===== src/rtl/piso_tx.sv =====
// Parallel-in serial-out transmitter with a one-entry holding buffer so that
// back-to-back words stream out with no idle bit slot between frames.
module piso_tx #(
  parameter int DATA_WIDTH = 4,
  parameter bit MSB_FIRST  = 1'b1
) (
  input  logic                  clk,
  input  logic                  resetn,
  input  logic [DATA_WIDTH-1:0] pin_data,
  input  logic                  pin_valid,
  output logic                  pin_ready,
  input  logic                  shift_en,
  output logic                  sout,
  output logic                  sout_valid,
  output logic                  sout_first,
  output logic                  sout_last,
  output logic                  busy
);

  localparam int CNT_W = $clog2(DATA_WIDTH);
  localparam logic [CNT_W-1:0] CNT_LAST = CNT_W'(DATA_WIDTH - 1);
  localparam logic [CNT_W-1:0] CNT_ZERO = {CNT_W{1'b0}};
  localparam logic [CNT_W-1:0] CNT_ONE  = CNT_W'(1);

  typedef enum logic [0:0] {
    ST_IDLE  = 1'b0,
    ST_SHIFT = 1'b1
  } state_e;

  state_e                state_q, state_d;
  logic [CNT_W-1:0]      cnt_q, cnt_d;
  logic [DATA_WIDTH-1:0] shreg_q, shreg_d;
  logic [DATA_WIDTH-1:0] hold_q, hold_d;
  logic                  hold_full_q, hold_full_d;

  logic sout_q, sout_d;
  logic sout_valid_q, sout_valid_d;
  logic sout_first_q, sout_first_d;
  logic sout_last_q, sout_last_d;
  logic busy_q, busy_d;
  logic pin_ready_q, pin_ready_d;

  logic accept_s;
  logic last_bit_s;

  // Advance the shifter by one bit toward the output end.
  function automatic logic [DATA_WIDTH-1:0] shift_word(input logic [DATA_WIDTH-1:0] w);
    if (MSB_FIRST) begin
      shift_word = {w[DATA_WIDTH-2:0], 1'b0};
    end else begin
      shift_word = {1'b0, w[DATA_WIDTH-1:1]};
    end
  endfunction

  // The bit currently presented on the serial line.
  function automatic logic out_bit(input logic [DATA_WIDTH-1:0] w);
    if (MSB_FIRST) begin
      out_bit = w[DATA_WIDTH-1];
    end else begin
      out_bit = w[0];
    end
  endfunction

  assign accept_s   = pin_valid && !hold_full_q;
  assign last_bit_s = (cnt_q == CNT_LAST);

  // State register, datapath and registered outputs.
  always_ff @(posedge clk) begin
    if (!resetn) begin
      state_q      <= ST_IDLE;
      cnt_q        <= CNT_ZERO;
      shreg_q      <= {DATA_WIDTH{1'b0}};
      hold_q       <= {DATA_WIDTH{1'b0}};
      hold_full_q  <= 1'b0;
      sout_q       <= 1'b0;
      sout_valid_q <= 1'b0;
      sout_first_q <= 1'b0;
      sout_last_q  <= 1'b0;
      busy_q       <= 1'b0;
      pin_ready_q  <= 1'b1;
    end else begin
      state_q      <= state_d;
      cnt_q        <= cnt_d;
      shreg_q      <= shreg_d;
      hold_q       <= hold_d;
      hold_full_q  <= hold_full_d;
      sout_q       <= sout_d;
      sout_valid_q <= sout_valid_d;
      sout_first_q <= sout_first_d;
      sout_last_q  <= sout_last_d;
      busy_q       <= busy_d;
      pin_ready_q  <= pin_ready_d;
    end
  end

  // Next state: word routing, shifting and hold-buffer management.
  always_comb begin
    state_d     = state_q;
    cnt_d       = cnt_q;
    shreg_d     = shreg_q;
    hold_d      = hold_q;
    hold_full_d = hold_full_q;

    case (state_q)
      ST_IDLE: begin
        if (accept_s) begin
          state_d = ST_SHIFT;
          cnt_d   = CNT_ZERO;
          shreg_d = pin_data;
        end else begin
          state_d = ST_IDLE;
        end
      end

      ST_SHIFT: begin
        if (shift_en) begin
          if (last_bit_s) begin
            // A buffered word outranks a fresh one; both cannot coexist anyway.
            if (hold_full_q) begin
              shreg_d     = hold_q;
              cnt_d       = CNT_ZERO;
              hold_full_d = 1'b0;
            end else if (accept_s) begin
              shreg_d = pin_data;
              cnt_d   = CNT_ZERO;
            end else begin
              state_d = ST_IDLE;
              cnt_d   = CNT_ZERO;
            end
          end else begin
            shreg_d = shift_word(shreg_q);
            cnt_d   = cnt_q + CNT_ONE;
            if (accept_s) begin
              hold_d      = pin_data;
              hold_full_d = 1'b1;
            end else begin
              hold_full_d = hold_full_q;
            end
          end
        end else begin
          if (accept_s) begin
            hold_d      = pin_data;
            hold_full_d = 1'b1;
          end else begin
            hold_full_d = hold_full_q;
          end
        end
      end

      default: begin
        state_d     = ST_IDLE;
        cnt_d       = CNT_ZERO;
        hold_full_d = 1'b0;
      end
    endcase
  end

  // Output decode from next state so every output leaves a flop.
  always_comb begin
    sout_d       = 1'b0;
    sout_valid_d = 1'b0;
    sout_first_d = 1'b0;
    sout_last_d  = 1'b0;
    if (state_d == ST_SHIFT) begin
      sout_d       = out_bit(shreg_d);
      sout_valid_d = 1'b1;
      sout_first_d = (cnt_d == CNT_ZERO);
      sout_last_d  = (cnt_d == CNT_LAST);
    end else begin
      sout_d       = 1'b0;
      sout_valid_d = 1'b0;
    end
    busy_d      = (state_d == ST_SHIFT) || hold_full_d;
    pin_ready_d = !hold_full_d;
  end

  assign pin_ready  = pin_ready_q;
  assign sout       = sout_q;
  assign sout_valid = sout_valid_q;
  assign sout_first = sout_first_q;
  assign sout_last  = sout_last_q;
  assign busy       = busy_q;

endmodule


===== config.mk =====
export PLATFORM = sky130hd
export DESIGN_NAME = piso_tx
export DESIGN_NICKNAME = d
export VERILOG_FILES = /design/src/rtl/piso_tx.sv
export SDC_FILE = /design/constraint.sdc
export NUM_CORES = 1
export LEC_CHECK = 0
export CORE_MARGIN = 2
export CORE_UTILIZATION = 50
export CTS_CLUSTER_SIZE = 30
export DETAILED_ROUTE_END_ITERATION = 10
export PLACE_DENSITY = 0.79
export SLEW_MARGIN = 20
export SYNTH_ARGS = -nofsm -noshare
export SYNTH_HDL_FRONTEND = slang
export SYNTH_SLANG_ARGS = --single-unit

===== constraint.sdc =====
create_clock -name clk -period 1.9 [get_ports clk]
set_input_delay 0.285 -clock clk [delete_from_list [all_inputs] [get_ports clk]]
set_output_delay 0.285 -clock clk [all_outputs]
set_load 0.05 [all_outputs]

* Yosys cells after proc, flatten, opt, wreduce, memory -nomap -nowiden *
Cells that the tools add are included.

storage, ports and cells
  output and inout port bits = 6
  bits in registers = 18

operators by class
  reductions and logical operators = 7
  bitwise gates (word level) = 1
  mux-type cells = 22
  equality and inequality tests = 4
  add/sub/neg operators = 1

operators by type and width
  cell                   count
  $mux W4                7
  $mux W1                9
  $pmux W4 S2            1
  $mux W2                3
  $eq A2 B2 Y1 const B   2
  $ne A2 B2 Y1 const B   2
  $pmux W2 S2            1
  $reduce_and A2 Y1      2
  $add A2 B1 Y2 const B  1
  $logic_not A1 Y1       2
  $logic_not A2 Y1       1
  $pmux W1 S2            1
  $logic_and A1 B1 Y1    1
  $logic_or A1 B1 Y1     1
  $not A1 Y1             1

* Depth between registers and ports, before layout *
  depth after elaboration = 8
  gate-level depth with buffers = 7

* Least setup slack after synthesis *
No wires, ideal clock.

  path type = register to register
  from = register state_q
  to = register sout_last_q (netlist: sout_last)
  stages on the path, launching flop included = 5
  arrival time = 1.425 ns
  buffers on the path = 1
  slack = 0.359 ns
  cell sequence = dfxtp_1 -> buf_2 -> a21oi_2 -> a21o_1 -> and3b_1

between the ends
  word-level cells in the longest chain between the ends = 3

RTL lines
  item                                                      RTL line  RTL
  start: declaration                                        30        state_e state_q, state_d;
  start signal: assignment                                  82        state_q <= state_d;
  $not A1 Y1                                                --
  $pmux W2 S2 / $pmux W1 S2 (equally long branches)         104       case (state_q)
  $eq A2 B2 Y1 / $reduce_and A2 Y1 (equally long branches)  --
  end signal: assignment                                    90        sout_last_q <= sout_last_d;
  end: declaration                                          39        logic sout_last_q, sout_last_d;

Several ways; a longest one is shown, not always the timed one.
A chain may end at the register's enable or synchronous reset.

* Final worst setup path *
  from = register pin_ready_q (netlist: pin_ready)
  to = output pin_ready

RTL lines
  item                      RTL line  RTL
  start: declaration        41        logic pin_ready_q, pin_ready_d;
  start signal: assignment  92        pin_ready_q <= pin_ready_d;
  end: declaration          11        output logic pin_ready,

No word-level cell between the ends.

==> out/results.ini <==
[logic_synthesis]
synthTopCellsByArea=dfxtp_1 40%, mux2i_1 9.4%, nor2b_1 4.4%
synth_seq_cells=17
synth_edf_count=0
synth_top_area_cell=dfxtp_1
ys_types=31
syn_inst=90
syn-cell-area_sq_um=848
syn_avg_cell_area_sq_um=9.43
yosys.area.top_type_share_pct=40.1
ys_warn_count=0
synth_ff_type=dfxtp_1
synth-async-reset-ratio_pct=0
yosysSeqAreaShare_pct=40.1
syn_nets=99

[sta]
rsz0062_at_grt=false
finalCritPeriodShare_pct=89.3
slew_headroom_pct=64.2
clock_skew_ps=1.51
hold_viol=0
fmax_ghz=0.589
tightest_slew_ps=536
slew_viol_final=0
whs_ps=513
finalSetupTns_ps=0
fin_crit_ps=1700
finalSetupViolCount=0

[floorplan]
die-area_sq_mm=0.00204
initial_utilization_pct=55.0
die_h_um=45.2
core_sq_mm=0.00154
dieWidth_um=45.2
rows=14
num_io_pins=14

[clock_tree]
ctsResizeCount=0
tritoncts=done
worstSkewPairLatency_ps=290
cts_root_buffer=clkbuf_4
postCtsSetupRepairBufs=0
clock_sinks=17
cts_max_path_buffers=2
postCtsHoldBufs=0
cts_inserted_buffers=3
cts_max_level=1
path_clk_slew_ps=100

[setup_path]
path_delay_family=buffers and inverters
cp_max_fo=1
end_kind=output port
cp_slowest_stage_delay_ps=800
path_class=register to output port
slowest_stage=clkdlybuf4s50_1
path_cells=clkdlybuf4s50_1
worst-path-buf-inv=1
required_ps=1620
critPathArrivalTime_ps=1410
cp-start-kind=register

[global_route]
grt_pass1_wl_um=2740
overflow=0
antenna_found_initial=0
grt_util_all_layers_pct=18.9
grt_max_degree=18
first_global_vias=611

[place]
globalplace.congestion=0.806
post-place-cells=118
dpl-instance-area_sq_um=987
io_buffers=13
dp_hpwl_um=1210

[cells_and_area]
nFillCells=124
stdcell_count=122
layout_common_cells=17 x dfxtp_1, 12 x clkdlybuf4s50_1, 8 x mux2i_1
syn_to_final_growth_pct=19.6
nNetsFinal=116
diodes=0
finish.instance_area_sq_mm=0.00101
final_layout_size_suffix_gt1_share_pct=14.2
final_common_cell=dfxtp_1

[detailed_routing]
viasPerCell=5.61
postRouteAntennaNets=0
via_count=684
wl_um=1670
wl_per_cell_um=13.7
drtIter0Drc=16
first_pass_iters=4
drc_errors=0

[min_path]
hold_path_class=register to register

[power_and_ir_drop]
power.density_mw_per_mm2=737
irDropWorstVdd_mv=0.487
p_leak_uw=0.000440
report.power.total_uw=748

[job]
maxCapViolations=0

[run_status]
status=finished, final reports clean

-- layout make-up --
type	count	area (sq um)	share of cell area [%]
flip-flops and latches	17	340	33.5
repair buffers	18	165	16.3
inverters	3	11.3	1.11
clock inverters	1	5.00	0.493
well taps	16	20.0	1.97
clock buffers	3	22.5	2.22
multi-input cells	64	450	44.4
-- cell usage after synthesis (all sizes together) (2+ instances only) --
master  instances
a21oi           5
mux2            3
nor2b           8
nand2           7
nor2            5
dfxtp          17
inv             3
and2            2
mux2i           8
o21ai           3
nand3           7
a211o           3
buf             5
-- worst reg2reg max path: stages, from the launching register on --
cell and delay, ps:
dfxtp_1 670, and3_1 420, mux2i_1 260, nor2b_1 60
-- final timing paths --
kind	start	end	slack, ps	depth (start not counted)
max reg2reg	state_q	hold_q[1]	390	3
max	pin_ready	pin_ready	200	1
min reg2reg	shreg_q[1]	shreg_q[1]	510	2
min	shreg_q[1]	shreg_q[1]	510	2
-- stage by stage --
step / util, % / worst slack [ps]
floorplan: - / 359
global placement: 64.0 / 85.8
finish: 65.8 / 203
CTS: 65.8 / 181
global route: 65.8 / 150
detailed placement: 64.0 / 51.7
-- cell families after synthesis --
group	count (synthesis)	share of synthesized area [%]
AND/OR/NAND/NOR	35	24.0
multiplexers	11	13.4
buffers and inverters	9	6.78
AO/OA/AOI/OAI	17	14.2
adder cells (fa/ha/maj)	1	1.47
flip-flops	17	40.1
-- where the power goes --
group / total, uW / internal (uW) / switching (uW)
Combinational: 158 / 72.6 / 85.3
Clock: 190 / 78.2 / 112
Sequential: 400 / 379 / 21.6
Total: 748 / 529 / 218
-- flip-flops by register name, summed over array words and instances (netlist names) --
register,cells
hold_q,4
shreg_q,4
cnt_q,2
busy,1
hold_full_q,1
pin_ready,1
sout,1
sout_first,1
sout_last,1
state_q,1
-- routing by layer --
metal / GRT usage [%] / up-vias / share of wire [%]
met5: 0 / - / 0
met2: 28.9 / 22 / 48
met4: 10.6 / 0 / 0.54
met1: 25.8 / 313 / 47
met3: 2.40 / 2 / 4.0
li1: - / 347 / -
(Power assumes the default switching activity.)
